--- src/rtl/qq_router_sequencer_if.sv ---
// ============================================================================
// Module      : qq_router_sequencer_if
// Description : Host handshake, valueRouter and BRAM signal bundle for the
//               QuickQ router sequencer. QQ_STATS_EN adds statistics outputs.
// Revision    : 1.0 - initial release
// ============================================================================
`default_nettype none

interface qq_router_sequencer_if #(
    parameter int DATA_W = 32,
    parameter int ADDR_W = 3
);
    // host side
    logic              enq_i;
    logic [DATA_W-1:0] enq_data_i;
    logic              enq_rdy_o;
    logic              deq_i;
    logic              deq_vld_o;
    logic [DATA_W-1:0] deq_data_o;
    logic              deq_err_o;
    logic              full_o;
    logic              empty_o;
    // router side
    logic [2:0]        mode_o;
    logic [31:0]       array_cnt_o;
    logic [DATA_W-1:0] reg_out_o;
    logic [31:0]       array_size_o;
    logic [DATA_W-1:0] bram_insert_i;
    logic [DATA_W-1:0] to_register_i;
    logic [31:0]       array_cnt_i;
    logic [31:0]       last_addr_i;
    logic              done_i;
    // BRAM side
    logic [ADDR_W-1:0] bram_addr_o;
    logic              bram_we_o;
    logic [DATA_W-1:0] bram_wdata_o;
`ifdef QQ_STATS_EN
    logic [31:0]       peak_cnt_o;
    logic [31:0]       op_cnt_o;
`endif

    modport slave (
        input  enq_i, enq_data_i, deq_i,
        input  bram_insert_i, to_register_i, array_cnt_i, last_addr_i, done_i,
        output enq_rdy_o, deq_vld_o, deq_data_o, deq_err_o, full_o, empty_o,
        output mode_o, array_cnt_o, reg_out_o, array_size_o,
`ifdef QQ_STATS_EN
        output peak_cnt_o, op_cnt_o,
`endif
        output bram_addr_o, bram_we_o, bram_wdata_o
    );

    modport master (
        output enq_i, enq_data_i, deq_i,
        output bram_insert_i, to_register_i, array_cnt_i, last_addr_i, done_i,
        input  enq_rdy_o, deq_vld_o, deq_data_o, deq_err_o, full_o, empty_o,
        input  mode_o, array_cnt_o, reg_out_o, array_size_o,
`ifdef QQ_STATS_EN
        input  peak_cnt_o, op_cnt_o,
`endif
        input  bram_addr_o, bram_we_o, bram_wdata_o
    );
endinterface

`default_nettype wire

--- src/rtl/qq_router_sequencer.sv ---
// ============================================================================
// Module      : qq_router_sequencer
// Description : FSM driving the QuickQ valueRouter and its single-port BRAM as
//               a sorted min-queue. Optional macro QQ_STATS_EN adds counters.
// Revision    : 1.0 - initial release
// ============================================================================
`default_nettype none

module qq_router_sequencer #(
    parameter int DATA_W = 32,
    parameter int DEPTH  = 5,
    parameter int ADDR_W = $clog2(DEPTH)
) (
    input  logic                 clk,
    input  logic                 rst_n,
    qq_router_sequencer_if.slave bus
);
    localparam logic [3:0] c_st_clear    = 4'd0;
    localparam logic [3:0] c_st_idle     = 4'd1;
    localparam logic [3:0] c_st_enq_rd   = 4'd2;
    localparam logic [3:0] c_st_enq_cmp  = 4'd3;
    localparam logic [3:0] c_st_enq_inc  = 4'd4;
    localparam logic [3:0] c_st_deq_rd   = 4'd5;
    localparam logic [3:0] c_st_deq_head = 4'd6;
    localparam logic [3:0] c_st_deq_last = 4'd7;
    localparam logic [3:0] c_st_sh_rd    = 4'd8;
    localparam logic [3:0] c_st_sh_wr    = 4'd9;
    localparam logic [3:0] c_st_deq_clr  = 4'd10;
    localparam logic [3:0] c_st_deq_dec  = 4'd11;

    localparam logic [2:0] c_mode_ins  = 3'b000;
    localparam logic [2:0] c_mode_inc  = 3'b001;
    localparam logic [2:0] c_mode_last = 3'b010;
    localparam logic [2:0] c_mode_rem  = 3'b011;
    localparam logic [2:0] c_mode_dec  = 3'b100;

    localparam logic [DATA_W-1:0] c_ones      = {DATA_W{1'b1}};
    localparam logic [31:0]       c_depth     = 32'(DEPTH);
    localparam logic [ADDR_W-1:0] c_last_slot = ADDR_W'(DEPTH - 1);

    logic [3:0]        r_state;
    logic [31:0]       r_cnt;
    logic [ADDR_W-1:0] r_ptr;
    logic [ADDR_W-1:0] r_last;
    logic [DATA_W-1:0] r_reg;
    logic [DATA_W-1:0] r_deq_data;
    logic              r_deq_err;
    logic              r_arm;

    logic              w_full;
    logic              w_empty;
    logic [31:0]       w_cnt_sat;
    logic [ADDR_W-1:0] w_ptr_nxt;
    logic [ADDR_W-1:0] w_cnt_m1;
    logic [ADDR_W-1:0] w_last;
    logic              w_ptr_lt_cnt;
    logic [2:0]        w_mode;
    logic [ADDR_W-1:0] w_addr;
    logic              w_we;
    logic [DATA_W-1:0] w_wdata;
    logic              w_unused;

    assign w_full       = (r_cnt == c_depth);
    assign w_empty      = (r_cnt == 32'd0);
    assign w_cnt_sat    = (bus.array_cnt_i > c_depth) ? c_depth : bus.array_cnt_i;
    assign w_ptr_nxt    = r_ptr + ADDR_W'(1);
    assign w_cnt_m1     = ADDR_W'(r_cnt - 32'd1);
    assign w_ptr_lt_cnt = (32'(r_ptr) < r_cnt);
    // The walk is bounded by our own count even if the router reports nonsense.
    assign w_last       = (bus.last_addr_i < r_cnt) ? bus.last_addr_i[ADDR_W-1:0] : w_cnt_m1;
    assign w_unused     = bus.done_i;

    always_comb begin
        w_mode  = c_mode_ins;
        w_addr  = '0;
        w_we    = 1'b0;
        w_wdata = c_ones;
        case (r_state)
            c_st_clear: begin
                w_addr = r_ptr;
                w_we   = r_arm;
            end
            c_st_enq_rd:   w_addr = r_ptr;
            c_st_enq_cmp: begin
                w_addr  = r_ptr;
                w_we    = 1'b1;
                w_wdata = bus.bram_insert_i;
            end
            c_st_enq_inc:  w_mode = c_mode_inc;
            c_st_deq_head: w_mode = c_mode_rem;
            c_st_deq_last: w_mode = c_mode_last;
            c_st_sh_rd:    w_addr = w_ptr_nxt;
            c_st_sh_wr: begin
                w_mode  = c_mode_rem;
                w_addr  = r_ptr;
                w_we    = 1'b1;
                w_wdata = bus.bram_insert_i;
            end
            c_st_deq_clr: begin
                w_addr = r_last;
                w_we   = 1'b1;
            end
            c_st_deq_dec:  w_mode = c_mode_dec;
            default: ;
        endcase
    end

    // r_arm holds off the first wipe write until reset has been released.
    always_ff @(posedge clk or negedge rst_n) begin
        if (!rst_n) begin
            r_state    <= c_st_clear;
            r_cnt      <= 32'd0;
            r_ptr      <= '0;
            r_last     <= '0;
            r_reg      <= '0;
            r_deq_data <= '0;
            r_deq_err  <= 1'b0;
            r_arm      <= 1'b0;
        end else begin
            r_deq_err <= 1'b0;
            r_arm     <= 1'b1;
            case (r_state)
                c_st_clear: begin
                    if (r_arm) begin
                        if (r_ptr == c_last_slot) begin
                            r_ptr   <= '0;
                            r_state <= c_st_idle;
                        end else begin
                            r_ptr <= w_ptr_nxt;
                        end
                    end
                end
                c_st_idle: begin
                    if (bus.deq_i) begin
                        if (w_empty) begin
                            r_deq_err <= 1'b1;
                        end else begin
                            r_ptr   <= '0;
                            r_state <= c_st_deq_rd;
                        end
                    end else if (bus.enq_i && !w_full) begin
                        r_reg   <= bus.enq_data_i;
                        r_ptr   <= '0;
                        r_state <= c_st_enq_rd;
                    end
                end
                c_st_enq_rd: r_state <= c_st_enq_cmp;
                c_st_enq_cmp: begin
                    r_reg <= bus.to_register_i;
                    if (w_ptr_lt_cnt) begin
                        r_ptr   <= w_ptr_nxt;
                        r_state <= c_st_enq_rd;
                    end else begin
                        r_state <= c_st_enq_inc;
                    end
                end
                c_st_enq_inc: begin
                    r_cnt   <= w_cnt_sat;
                    r_state <= c_st_idle;
                end
                c_st_deq_rd: r_state <= c_st_deq_head;
                c_st_deq_head: begin
                    r_deq_data <= bus.bram_insert_i;
                    r_state    <= c_st_deq_last;
                end
                c_st_deq_last: begin
                    r_last  <= w_last;
                    r_ptr   <= '0;
                    r_state <= (w_last == '0) ? c_st_deq_clr : c_st_sh_rd;
                end
                c_st_sh_rd: r_state <= c_st_sh_wr;
                c_st_sh_wr: begin
                    r_ptr   <= w_ptr_nxt;
                    r_state <= (w_ptr_nxt == r_last) ? c_st_deq_clr : c_st_sh_rd;
                end
                c_st_deq_clr: r_state <= c_st_deq_dec;
                c_st_deq_dec: begin
                    r_cnt   <= w_cnt_sat;
                    r_state <= c_st_idle;
                end
                default: begin
                    r_ptr   <= '0;
                    r_state <= c_st_clear;
                end
            endcase
        end
    end

`ifdef QQ_STATS_EN
    logic [31:0] r_peak_cnt;
    logic [31:0] r_op_cnt;

    always_ff @(posedge clk or negedge rst_n) begin
        if (!rst_n) begin
            r_peak_cnt <= 32'd0;
            r_op_cnt   <= 32'd0;
        end else begin
            if (r_cnt > r_peak_cnt)
                r_peak_cnt <= r_cnt;
            if ((r_state == c_st_enq_inc) || (r_state == c_st_deq_dec))
                r_op_cnt <= r_op_cnt + 32'd1;
        end
    end

    assign bus.peak_cnt_o = r_peak_cnt;
    assign bus.op_cnt_o   = r_op_cnt;
`endif

    assign bus.enq_rdy_o    = (r_state == c_st_idle) && !w_full;
    assign bus.deq_vld_o    = (r_state == c_st_deq_dec);
    assign bus.deq_data_o   = r_deq_data;
    assign bus.deq_err_o    = r_deq_err;
    assign bus.full_o       = w_full;
    assign bus.empty_o      = w_empty;
    assign bus.mode_o       = w_mode;
    assign bus.array_cnt_o  = r_cnt;
    assign bus.reg_out_o    = r_reg;
    assign bus.array_size_o = c_depth;
    assign bus.bram_addr_o  = w_addr;
    assign bus.bram_we_o    = w_we;
    assign bus.bram_wdata_o = w_wdata;

endmodule

`default_nettype wire

--- src/flat_wrapper.sv ---
// flat-port wrapper written by rule: the top's interface ports become plain ports
module qq_router_sequencer_flat 
#(
    parameter int DATA_W = 32,
    parameter int DEPTH  = 5,
    parameter int ADDR_W = $clog2(DEPTH)
)
  (clk, rst_n, bus_enq_i, bus_enq_data_i, bus_deq_i, bus_bram_insert_i, bus_to_register_i, bus_array_cnt_i, bus_last_addr_i, bus_done_i, bus_enq_rdy_o, bus_deq_vld_o, bus_deq_data_o, bus_deq_err_o, bus_full_o, bus_empty_o, bus_mode_o, bus_array_cnt_o, bus_reg_out_o, bus_array_size_o, bus_bram_addr_o, bus_bram_we_o, bus_bram_wdata_o);
  qq_router_sequencer_if #(.DATA_W(DATA_W), .ADDR_W(ADDR_W)) bus_i ();
  input  logic clk;
  input  logic rst_n;
  input wire logic [$bits(bus_i.enq_i)-1:0] bus_enq_i;
  input wire logic [$bits(bus_i.enq_data_i)-1:0] bus_enq_data_i;
  input wire logic [$bits(bus_i.deq_i)-1:0] bus_deq_i;
  input wire logic [$bits(bus_i.bram_insert_i)-1:0] bus_bram_insert_i;
  input wire logic [$bits(bus_i.to_register_i)-1:0] bus_to_register_i;
  input wire logic [$bits(bus_i.array_cnt_i)-1:0] bus_array_cnt_i;
  input wire logic [$bits(bus_i.last_addr_i)-1:0] bus_last_addr_i;
  input wire logic [$bits(bus_i.done_i)-1:0] bus_done_i;
  output wire logic [$bits(bus_i.enq_rdy_o)-1:0] bus_enq_rdy_o;
  output wire logic [$bits(bus_i.deq_vld_o)-1:0] bus_deq_vld_o;
  output wire logic [$bits(bus_i.deq_data_o)-1:0] bus_deq_data_o;
  output wire logic [$bits(bus_i.deq_err_o)-1:0] bus_deq_err_o;
  output wire logic [$bits(bus_i.full_o)-1:0] bus_full_o;
  output wire logic [$bits(bus_i.empty_o)-1:0] bus_empty_o;
  output wire logic [$bits(bus_i.mode_o)-1:0] bus_mode_o;
  output wire logic [$bits(bus_i.array_cnt_o)-1:0] bus_array_cnt_o;
  output wire logic [$bits(bus_i.reg_out_o)-1:0] bus_reg_out_o;
  output wire logic [$bits(bus_i.array_size_o)-1:0] bus_array_size_o;
  output wire logic [$bits(bus_i.bram_addr_o)-1:0] bus_bram_addr_o;
  output wire logic [$bits(bus_i.bram_we_o)-1:0] bus_bram_we_o;
  output wire logic [$bits(bus_i.bram_wdata_o)-1:0] bus_bram_wdata_o;
  assign bus_i.enq_i = bus_enq_i;
  assign bus_i.enq_data_i = bus_enq_data_i;
  assign bus_i.deq_i = bus_deq_i;
  assign bus_i.bram_insert_i = bus_bram_insert_i;
  assign bus_i.to_register_i = bus_to_register_i;
  assign bus_i.array_cnt_i = bus_array_cnt_i;
  assign bus_i.last_addr_i = bus_last_addr_i;
  assign bus_i.done_i = bus_done_i;
  assign bus_enq_rdy_o = bus_i.enq_rdy_o;
  assign bus_deq_vld_o = bus_i.deq_vld_o;
  assign bus_deq_data_o = bus_i.deq_data_o;
  assign bus_deq_err_o = bus_i.deq_err_o;
  assign bus_full_o = bus_i.full_o;
  assign bus_empty_o = bus_i.empty_o;
  assign bus_mode_o = bus_i.mode_o;
  assign bus_array_cnt_o = bus_i.array_cnt_o;
  assign bus_reg_out_o = bus_i.reg_out_o;
  assign bus_array_size_o = bus_i.array_size_o;
  assign bus_bram_addr_o = bus_i.bram_addr_o;
  assign bus_bram_we_o = bus_i.bram_we_o;
  assign bus_bram_wdata_o = bus_i.bram_wdata_o;
  qq_router_sequencer #(.DATA_W(DATA_W), .DEPTH(DEPTH), .ADDR_W(ADDR_W)) u_core (.clk(clk), .rst_n(rst_n), .bus(bus_i));
endmodule
--- config.mk ---
export PLATFORM = sky130hd
export DESIGN_NAME = qq_router_sequencer_flat
export DESIGN_NICKNAME = d
export VERILOG_FILES = /design/src/rtl/qq_router_sequencer_if.sv /design/src/rtl/qq_router_sequencer.sv /design/src/flat_wrapper.sv
export SDC_FILE = /design/constraint.sdc
export NUM_CORES = 1
export LEC_CHECK = 0
export CAP_MARGIN = 0
export CORE_MARGIN = 4
export CORE_UTILIZATION = 40
export CTS_CLUSTER_DIAMETER = 60
export DETAILED_ROUTE_END_ITERATION = 12
export GPL_TIMING_DRIVEN = 0
export PLACE_DENSITY = 0.87
export SETUP_SLACK_MARGIN = 0.1
export SYNTH_ARGS = -nofsm -noshare
export SYNTH_HDL_FRONTEND = slang
export SYNTH_SLANG_ARGS = --single-unit
--- constraint.sdc ---
create_clock -name clk -period 3 [get_ports clk]
set_clock_uncertainty 0.2 [all_clocks]
set_input_delay 0.45 -clock clk [delete_from_list [all_inputs] [get_ports clk]]
set_output_delay 0.45 -clock clk [all_outputs]
set_load 0.005 [all_outputs]
# ---- Word level (Yosys, flattened, before mapping)
# Index checks and enable logic that the tools add are counted.
dict set report word_totals {
  regBits 108
  output_inout_bits 172
  wordCells 79
}
dict set report classes {
  addsub 2
  order_cmp 3
  eq_ne 21
  muxes 28
  bitwise_logic 1
  reduce_logical 16
}
# cell count
set op_table {}
lappend op_table {{$mux W32} 4}
lappend op_table {{$pmux W32 S2} 1}
lappend op_table {{$pmux W4 S11} 1}
lappend op_table {{$eq A32 B3 Y1 const B} 1}
lappend op_table {{$gt A32 B3 Y1 const B} 1}
lappend op_table {{$logic_not A32 Y1} 1}
lappend op_table {{$lt A3 B32 Y1} 1}
lappend op_table {{$lt A32 B32 Y1} 1}
lappend op_table {{$mux W3} 8}
lappend op_table {{$mux W4} 5}
lappend op_table {{$eq A4 B3 Y1 const B} 4}
lappend op_table {{$eq A4 B4 Y1 const B} 4}
lappend op_table {{$pmux W3 S5} 1}
lappend op_table {{$pmux W3 S4} 1}
lappend op_table {{$pmux W3 S3} 1}
lappend op_table {{$eq A4 B2 Y1 const B} 2}
lappend op_table {{$ne A2 B1 Y1 const B} 4}
lappend op_table {{$reduce_or A7 Y1} 1}
lappend op_table {{$reduce_or A2 Y1} 3}
lappend op_table {{$reduce_and A5 Y1} 1}
lappend op_table {{$eq A4 B1 Y1 const B} 1}
lappend op_table {{$logic_not A4 Y1} 1}
lappend op_table {{$mux W2} 2}
lappend op_table {{$reduce_and A4 Y1} 1}
lappend op_table {{17 further kinds} 20}

# ---- Logic depth before layout (Yosys ltp)
# Gate-level depths: netlist of the first run.
dict set report depth {
  word_depth 6
  depth_mapped 9
  ltp_nobuf 9
}

# ---- Worst setup path before layout of the first run
# OpenSTA, ideal clock, no wires.
dict set report synth_path {
  kind {in2reg}
  start {input bus_last_addr_i[17]}
  end {register u_core.r_last[2]}
  setup_ps 126
  arrival_time_ps 2038
  setup_slack_ps 636
  stages 7
  cell_sequence {ha_1 a211oi_1 o21a_1 o21ai_0 a2111oi_0 o21ai_1 a221o_1}
}
dict set report synth_via {
  elab_chain_cells 2
}
# item line
set synth_lines {}
lappend synth_lines {{start, declared} flat_wrapper.sv:18} ;# input wire logic [$bits(bus_i.last_addr_i)-1:0] bus_last_addr_i;
lappend synth_lines {{$lt A32 B32 Y1} qq_router_sequencer.sv:70} ;# assign w_last = (bus.last_addr_i < r_cnt) ? bus.last_addr_i[ADDR_W-1:0] : w_cnt_m1;
lappend synth_lines {{$mux W3} qq_router_sequencer.sv:70}
lappend synth_lines {{end signal, assigned} qq_router_sequencer.sv:167} ;# r_last <= w_last;
lappend synth_lines {{end, declared} qq_router_sequencer.sv:44} ;# logic [ADDR_W-1:0] r_last;
# Every way passes these cells.
# A chain may end at the register's enable or synchronous reset.

# ---- Worst setup path after layout of the first run
dict set report layout_path {
  start {register u_core.r_state[1]}
  end {output bus_bram_wdata_o[19]}
}
dict set report layout_via {
  elab_chain_cells 3
}
# item line
set layout_lines {}
lappend layout_lines {{start, declared} qq_router_sequencer.sv:41} ;# logic [3:0] r_state;
lappend layout_lines {{start signal, assigned} qq_router_sequencer.sv:111} ;# r_state <= c_st_clear;
lappend layout_lines {{start signal, assigned} qq_router_sequencer.sv:127} ;# r_state <= c_st_idle;
lappend layout_lines {{start signal, assigned} qq_router_sequencer.sv:139} ;# r_state <= c_st_deq_rd;
lappend layout_lines {{$eq A4 B4 Y1 / $eq A4 B2 Y1 (equally long branches)} qq_router_sequencer.sv:78} ;# case (r_state)
lappend layout_lines {{$reduce_or A2 Y1 (no source line) *} n/a}
lappend layout_lines {{$mux W32 *} qq_router_sequencer.sv:78}
lappend layout_lines {{end, declared} flat_wrapper.sv:32} ;# output wire logic [$bits(bus_i.bram_wdata_o)-1:0] bus_bram_wdata_o;
# Mark *: on every way between the ends. The rest lies on a longest branch, timed or not.

==> impl_metrics.csv, run 1 <==
group,metric,value,unit
synthesis,synth-seq-cells,108,
synthesis,ys_warn_count,0,
flow_run,maxCapViolCount,0,
cells_and_area,areaGrowthSynthToFinish,63.00,%
synthesis,synth-simple-area-share,17.04,%
critical_path,r2r-end,"u_core.r_state[1]",
sta,period_share,92.57,%
synthesis,synthDistinctLibCells,53,
synthesis,synth-adder-area-share,7.700,%
critical_path,critical_path.slowest_cell,"clkdlybuf4s50_1",
critical_path,critPathRequiredTime,2.35,ns
grt,grt_use_met2,38.23,%
sta,final_hold_viol_count,0,
grt,grtUsageTotal,20.88,%
critical_path,r2r_cells,9,
place,placed_cell_area,9584,um2
grt,grt_max_degree,65,
cells_and_area,final_core_util,66.45,%
routing,wl,18950,um
place,pre_cts_slack,-0.1061,ns
cells_and_area,final_nets,1187,
synthesis,yosys.area_share.xor_xnor,0.8511,%
synthesis,synth_compound_area_share,10.50,%
critical_path,cp_num_cells,6,
place,dp_hpwl,15470,um
critical_path,cp.arrival,2.13,ns
clocking,cts_tree,"yes",
power,powerDensity,666.4,nW/um2
critical_path,critPathCaptureType,"output port",
floorplanning,die_w,132.2,um
clocking,hold_buffers,0,
cells_and_area,antenna_cells,0,
critical_path,crit_path_max_incr_delay,0.52,ns
sta,setup_viol,0,
synthesis,synth_top_family_by_area,"simple AND/OR/NAND/NOR gates",
sta,hold-worst-slack,0.0004512,ns
synthesis,synth-main-ff-cell,"dfrtp_1",
sta,tightest_slew,0.8230,ns
power,p_total,6.707,mW
clocking,clkLatencyLatePin,0.34,ns
cells_and_area,drive_above_1_share,12.54,%
run_status,status,"finished clean",
synthesis,synthArstFlopShare,100.0,%
clocking,cts-root-buf,"clkbuf_16",
place,routabilityCongestion,0.8700,
synthesis,synthMuxAreaShare,11.67,%
grt,grt_pass1_wl,29620,um
routing,drt_first_pass_iters,4,
critical_path,crit_path_start_kind,"register",
sta,max_freq,360.1,MHz
synthesis,netlist_area,6175,um2
sta,slew_violations,0,
floorplanning,rows,45,
synthesis,syn_inst,628,
sta,timing.setup.tns,0,ns
critical_path,cp_max_fo,10,
synthesis,avgSynthCellArea,9.832,um2
critical_path,r2r_slack,0.35,ns
floorplanning,io_pins,337,
critical_path,critPathKind,"register to output port",
routing,vias,5746,
sta,max_slew_margin,45.13,%
clocking,clkSinkCount,108,
routing,vias_per_cell,4.882,
cells_and_area,finalNonFillerCells,1177,
grt,antenna_found_initial,0,
sta,rsz0062_at_grt,"no",
routing,drt_iter0_markers,165,
grt,grt-ovfl-total,0,
power,power_leakage,4.447,nW
cells_and_area,most-common-layout-cells,"clkdlybuf4s50_1, dfrtp_1, nand2_1, buf_4, o21ai_0",
clocking,cts_buffer_depth,2,
clocking,htreeDepth,3,
critical_path,crit_path_cell_trace,"clkbuf_4 -> xor2_1 -> and3_4 -> clkbuf_2 -> nand2b_1 -> clkdlybuf4s50_1",
critical_path,critPathTopFamily,"buffers and inverters",
critical_path,crit_buf_inv,3,
grt,met3_usage,5.725,%
synthesis,synth-edff-count,0,
floorplanning,core,15150,um2
routing,drc,0,
routing,wl_per_cell,16.10,um
min_path,hold_path_class,"input pin to asynchronous set/reset pin",
cells_and_area,layout_commonest_cell,"clkdlybuf4s50_1",
routing,drtAntennaViolNets,0,
floorplanning,initial_core_util,40.77,%
clocking,clk_pin_slew,0.07,ns
sta,timing.final.crit_period,2.777,ns
grt,first_global_vias,5899,
sta,worst_slack,0.2230,ns
critical_path,r2r_start,"u_core.bus.array_cnt_o[17]",
grt,top_usage_layer,"met2",
synthesis,yosysSeqAreaShare,43.77,%
place,portBuffers,303,
power,irDropWorstVdd,0.4127,mV
grt,met1_usage,22.92,%
floorplanning,die_h,132.2,um
floorplanning,die_area,17490,um2
place,dp_cells,1151,
clocking,cts-buffers-inserted,9,
cells_and_area,design_area,10060,um2
==> worst register-to-register path, delay by kind of cell (launching register included) <==
| kind | cells | cell delay (ns) |
|---|---|---|
| AOI/OAI and AO/OA | 6 | 1.34 |
| adders and majority gates | 1 | 0.30 |
| buffers and inverters | 1 | 0.06 |
| DFF | 1 | 0.38 |
| muxes | 1 | 0.25 |
==> how the worst max path moves through the flow <==
stage | startpoint | end | slack (ns)
5_1_grt | u_core.r_state[1] | bus_bram_wdata_o[19] | 0.10
3_5_place_dp | bus_last_addr_i[17] | u_core.r_state[1] | -0.11
3_3_place_gp | rst_n | u_core.bus.deq_data_o[15] | -2.82
6_report | u_core.r_state[1] | bus_bram_wdata_o[19] | 0.22
2_1_floorplan | bus_last_addr_i[17] | u_core.r_last[2] | 0.64
4_1_cts | u_core.r_state[0] | bus_bram_addr_o[1] | 0.09
==> layer usage <==
metal  routed length [um]  vias up
met5                    0        -
met4                  503        0
met3                 1472       35
met2                 9765      242
met1                 7204     2645
li1                     -     2824
==> registers in the layout, summed over array words and instances (netlist names) <==
name / count
u_core.r_ptr: 3
u_core.r_last: 3
u_core.bus.deq_err_o: 1
u_core.r_arm: 1
u_core.bus.reg_out_o: 32
u_core.bus.array_cnt_o: 32
u_core.bus.deq_data_o: 32
u_core.r_state: 4
==> report_power, final <==
group          total, mW  switching, mW  internal, mW
Combinational       3.30           1.45          1.85
Sequential          2.13          0.242          1.88
Clock               1.29          0.531         0.755
==> timing repair <==
item | CTS | global route
gates resized for setup | 26 | 13
setup endpoints to repair | 52 | 48
gates cloned | 0 | 1
pin swaps | 4 | 1
buffers inserted | 8 | 1
==> logic make-up (layout without fill, tap and decap cells) <==
logic type | after synthesis | after routing
adder cells (fa/ha/maj) | 38 | 38
AO/OA/AOI/OAI | 106 | 107
AND/OR/NAND/NOR | 201 | 201
buffers and inverters | 99 | 428
other | 2 | 33
flip-flops | 108 | 108
multiplexers | 68 | 68
XOR/XNOR | 6 | 6
==> cell usage after synthesis, drive strengths merged (3+ instances only) <==
library cell / n / area share, %
nor2b: 4 / 0.41
nor2: 21 / 1.3
dfrtp: 108 / 44
a211oi: 4 / 0.49
inv: 39 / 2.4
nand3b: 3 / 0.36
nand4: 9 / 0.91
buf: 44 / 5.0
a21oi: 24 / 1.9
a21o: 6 / 0.73
mux2: 32 / 5.8
nor3: 6 / 0.49
xnor2: 4 / 0.57
nand3: 9 / 0.73
o21ai: 51 / 4.3
o41ai: 3 / 0.55
nand2b: 38 / 3.9
and2: 30 / 3.0
nor4: 15 / 1.5
ha: 38 / 7.7
and3: 5 / 0.51
mux2i: 36 / 5.8
clkbuf: 15 / 0.95
nand2: 57 / 3.5
==> area by class of cell <==
class | count | area [um2]
Tap cell | 188 | 235.2
Clock buffer | 10 | 239.0
Timing Repair Buffer | 313 | 3122
Sequential cell | 108 | 2704
Inverter | 40 | 151.4
Clock inverter | 6 | 87.58
Fill cell | 1243 | 5081
Buffer | 59 | 397.9
Multi-Input combinational cell | 453 | 3128
Power figures use the tool's default switching activity.
==> run 2, diff against run 1 <==
ABC_CLOCK_PERIOD_IN_PS = 3000   (was not set)
==> results of run 2 <==
Final layout, timing and power as in run 1 (identical DEF).
==> run 3, diff against run 2 <==
CELL_PAD_IN_SITES_DETAIL_PLACEMENT = 0   (was not set)
CELL_PAD_IN_SITES_GLOBAL_PLACEMENT = 1   (was not set)
CORE_ASPECT_RATIO = 0.9   (was not set)
CORE_UTILIZATION = 28   (was 40)
PLACE_DENSITY = 0.85   (was 0.87)
==> run 3 against run 2 <==
Sequential cell count unchanged; non-clock buffer count decreased by 2; via count fell by 1.6%; first-iteration DRC count grew 33%; setup slack better by 0.0069 ns; highest routed layer is now met5; clock-buffer cell count shrank 1; final cell count grew 8.6%; sequential power about the same; critical path type unchanged; worst hold slack better by 0.28 ns.
==> impl_metrics.csv, run 3 (same netlist as run 1, synthesis figures left out) <==
group,metric,value,unit
grt,grt_max_degree,82,
cells_and_area,drive_above_1_share,12.77,%
grt,antenna_found_initial,1,
routing,drt_iter0_markers,220,
sta,hold-worst-slack,0.2824,ns
clocking,cts-root-buf,"clkbuf_16",
sta,max_freq,361.0,MHz
power,power_leakage,4.408,nW
routing,wl_per_cell,15.37,um
run_status,status,"finished clean",
critical_path,critPathKind,"register to output port",
critical_path,critPathRequiredTime,2.35,ns
sta,max_slew_margin,50.30,%
routing,drtAntennaViolNets,0,
grt,grt-ovfl-total,0,
flow_run,maxCapViolCount,0,
place,portBuffers,303,
routing,drc,0,
place,placed_cell_area,9717,um2
cells_and_area,final_core_util,46.93,%
place,routabilityCongestion,0.8178,
sta,period_share,92.33,%
grt,first_global_vias,5739,
sta,final_hold_viol_count,0,
min_path,hold_path_class,"register to register",
clocking,cts_buffer_depth,2,
critical_path,crit_path_max_incr_delay,0.57,ns
sta,rsz0062_at_grt,"yes",
floorplanning,die_w,164.5,um
clocking,cts-buffers-inserted,9,
floorplanning,initial_core_util,28.54,%
place,dp_hpwl,15940,um
power,powerDensity,646.6,nW/um2
floorplanning,die_h,148.9,um
cells_and_area,antenna_cells,0,
clocking,htreeDepth,3,
sta,slew_violations,0,
floorplanning,io_pins,337,
routing,drt_first_pass_iters,4,
floorplanning,core,21630,um2
cells_and_area,areaGrowthSynthToFinish,64.40,%
power,p_total,6.563,mW
floorplanning,rows,51,
critical_path,critPathCaptureType,"output port",
clocking,clkLatencyLatePin,0.35,ns
cells_and_area,final.fill_count,2067,
grt,grtUsageTotal,15.57,%
cells_and_area,design_area,10150,um2
clocking,cts_tree,"yes",
power,irDropWorstVdd,0.3108,mV
clocking,clkSinkCount,108,
floorplanning,die_area,24500,um2
sta,timing.final.crit_period,2.770,ns
cells_and_area,layout_commonest_cell,"clkdlybuf4s50_1",
grt,grt_pass1_wl,30190,um
sta,tightest_slew,0.7455,ns
critical_path,crit_path_start_kind,"register",
critical_path,cp_max_fo,10,
clocking,clk_pin_slew,0.08,ns
routing,vias,5653,
critical_path,critical_path.slowest_cell,"clkdlybuf4s50_1",
cells_and_area,final_nets,1185,
cells_and_area,most-common-layout-cells,"clkdlybuf4s50_1, dfrtp_1, nand2_1, buf_4, o21ai_0",
critical_path,crit_path_cell_trace,"clkbuf_4 -> buf_1 -> o21ai_0 -> nor2_1 -> clkdlybuf4s50_1",
routing,vias_per_cell,4.423,
routing,wl,19640,um
critical_path,cp.arrival,2.12,ns
sta,setup_viol,0,
[run 3: cell count changes in the layout (fill, tap and decap cells not counted), moves of 2 or more]
cell / previous run / this run
buf_2: 5 / 7
buf_4: 47 / 44
bufinv_16: 2 / 0
clkbuf_4: 8 / 5
clkinvlp_4: 0 / 2
inv_6: 0 / 2
nor4_1: 11 / 9
nor4_2: 3 / 5
[run 3: worst paths after layout]
kind,startpoint,slack (ns),cells after the start,end
setup / recovery,u_core.r_state[1],0.23,5,bus_bram_we_o
hold / removal,u_core.bus.reg_out_o[29],0.28,2,u_core.bus.reg_out_o[29]
setup reg to reg,u_core.bus.array_cnt_o[17],0.31,9,u_core.r_state[1]
hold reg to reg,u_core.bus.reg_out_o[29],0.28,2,u_core.bus.reg_out_o[29]
max in group asynchronous,rst_n,1.56,3,u_core.bus.deq_data_o[28]
min in group asynchronous,rst_n,0.33,2,u_core.bus.array_cnt_o[9]
[run 3: critical path, delay by kind of cell, from the launching register on]
family,cells,cell delay (ns)
AOI/OAI and AO/OA,1,0.16
buffers and inverters,3,1.15
DFF,1,0.36
and+or+nand+nor,1,0.10
[run 3: routing by layer]
layer  vias up  global-route usage, %  routed length, um
met5         -                      0                 13
met4         2                  4.574                435
met3        23                  5.665               1820
met2       213                  26.56               9600
met1      2598                  18.39               7767
li1       2817                      -                  -
[run 3: layout make-up]
class | instances | area [um2] | share of cell area (%)
tap | 291 | 364.1 | 3.587
timing repair buffer | 311 | 3109 | 30.63
clock inverter | 7 | 57.56 | 0.5670
buffer | 59 | 392.9 | 3.870
multi-input combinational | 453 | 3146 | 30.99
sequential | 108 | 2705 | 26.65
clock buffer | 9 | 225.2 | 2.219
inverter | 40 | 151.4 | 1.491
[run 3: what timing repair did]
item                                   4_1_cts  5_1_grt
endpoints found under the hold margin       27        0
setup buffers                                6        0
setup endpoints to repair                   47       57
hold buffers                                 1        0
pin swaps                                    2        2
resized for setup                           27       17
gates cloned                                 0        1
[run 3: metrics by stage]
stage | instances | setup WS, ns | setup TNS (ns)
2_1_floorplan | 659 | 0.6359 | 0
5_1_grt | 1278 | 0.09744 | 0
3_3_place_gp | 1253 | -3.070 | -331.96
3_5_place_dp | 1254 | -0.3843 | -1.561
6_report | 1278 | 0.2300 | 0
4_1_cts | 1277 | 0.1035 | 0
[run 3: where the power goes]
| group | leakage, nW | switching, mW | internal (mW) |
|---|---|---|---|
| Sequential | 1.40 | 0.241 | 1.88 |
| Clock | 0.134 | 0.578 | 0.576 |
| Combinational | 2.87 | 1.45 | 1.84 |
==> patch, RTL diff (settings of run 2) <==
`DEPTH` is set to 5 in 2 places; all go to 6.
--- a/src/rtl/qq_router_sequencer.sv
+++ b/src/rtl/qq_router_sequencer.sv
@@ -8,7 +8,7 @@
 
 module qq_router_sequencer #(
     parameter int DATA_W = 32,
-    parameter int DEPTH  = 5,
+    parameter int DEPTH  = 6,
     parameter int ADDR_W = $clog2(DEPTH)
 ) (
     input  logic                 clk,
--- a/src/flat_wrapper.sv
+++ b/src/flat_wrapper.sv
@@ -2,7 +2,7 @@
 module qq_router_sequencer_flat 
 #(
     parameter int DATA_W = 32,
-    parameter int DEPTH  = 5,
+    parameter int DEPTH  = 6,
     parameter int ADDR_W = $clog2(DEPTH)
 )
   (clk, rst_n, bus_enq_i, bus_enq_data_i, bus_deq_i, bus_bram_insert_i, bus_to_register_i, bus_array_cnt_i, bus_last_addr_i, bus_done_i, bus_enq_rdy_o, bus_deq_vld_o, bus_deq_data_o, bus_deq_err_o, bus_full_o, bus_empty_o, bus_mode_o, bus_array_cnt_o, bus_reg_out_o, bus_array_size_o, bus_bram_addr_o, bus_bram_we_o, bus_bram_wdata_o);
Formal check against the unedited RTL: not equivalent (a bounded check fails within 4 cycles, from zero or initial values and one cycle with rst_n low).
==> patch against run 2 <==
- sequential cell count is the same
- critical endpoint is now bus_bram_wdata_o[14]
- setup slack got worse by 0.057 ns
- first-iteration DRC count rose by 12%
- largest power group unchanged
- non-clock buffer count grew 2
- design area increased by 1.2%
- wire length up 2.0%
- synthesized area up 1.1%
- power is 4.7% higher
==> patch: results <==
yosys:
  synth_cell_type_count: 50
  ys_seq_area_frac: 0.4331
  synthTopCellsByArea: "dfrtp_1 (43%), ha_1 (7.6%), mux2_2 (6.0%)"
  synth_warnings: 0
  yosysTopAreaCellShare: 0.4331
  postSynthCellCount: 639
  yosys-top-cells-count: "dfrtp_1 (108), nand2_1 (60), o21ai_0 (46), inv_1 (41), ha_1 (38)"
final_layout:
  fin_nets: 1195
  drive_gt1_frac: 0.1327
  n_antenna_cell: 0
grt:
  grt_max_degree: 70
  grt_usage: 0.2115
  grt_pass1_wl_mm: 30.30
  grt_pass1_vias: 6040
detailed_routing:
  drtPass1Iterations: 4
  via_per_inst: 4.899
  initialDrtViolationCount: 184
  drt-total-wl_mm: 19.33
  num_vias: 5908
critical_path:
  slowest_delay_ns: 0.46
  arrival_ns: 2.18
  path_max_fanout: 10
placed_design:
  post_dp_cell_area_sq_um: 9671
  portBuffers: 303
  dpl_worst_slack_ns: -0.1276
  dpl.hpwl_mm: 15.56
  gp_congestion: 0.8788
power_and_ir_drop:
  power.switching_mw: 2.349
  max-vdd-ir-drop_mv: 0.3891
  leakage_nw: 4.457
clocking:
  worstSkewPairLatency_ns: 0.34
run_status:
  status: "finished clean"
timing:
  worst_pin_slew_ns: 0.8939
patch: worst paths after layout:
path,start,to,slack (ns),cells after the start
min reg2reg,u_core.bus.reg_out_o[19],u_core.bus.reg_out_o[19],0.28,2
min in group clk,u_core.bus.reg_out_o[19],u_core.bus.reg_out_o[19],0.28,2
max,u_core.r_state[2],bus_bram_wdata_o[14],0.17,6
max in group asynchronous,rst_n,u_core.r_ptr[0],1.84,2
min,rst_n,u_core.bus.array_cnt_o[30],0.03,1
max reg2reg,u_core.bus.array_cnt_o[10],u_core.r_state[1],0.22,9
patch: cell type report:
type	count	area, sq um
Buffer	63	429.2
Clock buffer	12	256.5
Clock inverter	2	35.03
Fill cell	1200	5071
Inverter	41	153.9
Multi-Input combinational cell	458	3196
Sequential cell	108	2705
Tap cell	211	264.0
Timing Repair Buffer	311	3148
patch: logic make-up (layout without fill, tap and decap cells):
family / after synthesis / in the layout / synth area share
mux: 70 / 70 / 0.1189
buf+inv: 104 / 429 / 0.08683
simple gates: 208 / 208 / 0.1787
flops: 108 / 108 / 0.4331
xor+xnor: 6 / 6 / 0.008422
fa+ha+maj: 38 / 38 / 0.07620
compound gates: 103 / 103 / 0.09665
other cells: 2 / 33 / 0.001204
patch: layer usage:
metal  global-route usage  part of all wire  vias up
met5                    0                 0        -
met4              0.08545             0.031        0
met3              0.04981             0.072       44
met2               0.3829              0.52      234
met1               0.2385              0.38     2772
li1                     -                 -     2858
patch: power by group through the flow:
stage	clock network, mW	registers, mW	logic [mW]
floorplan	0	2.26	1.59
global placement	0	2.23	3.46
detailed placement	0	2.25	3.53
CTS	1.23	2.21	3.61
global route	1.28	2.28	3.96
finish	1.20	2.21	3.61
patch: worst max-delay path: cells and delay by family (launching register included):
| kind | cells | cell delay [ns] |
|---|---|---|
| and+or+nand+nor | 2 | 0.52 |
| DFF | 1 | 0.36 |
| buffers and inverters | 4 | 0.95 |
patch: timing repair:
action                     in CTS  in global routing
pin swaps                       6                  4
gates resized for setup        31                 40
setup endpoints to repair      40                 34
buffers inserted                2                  5
cloned                          0                  0
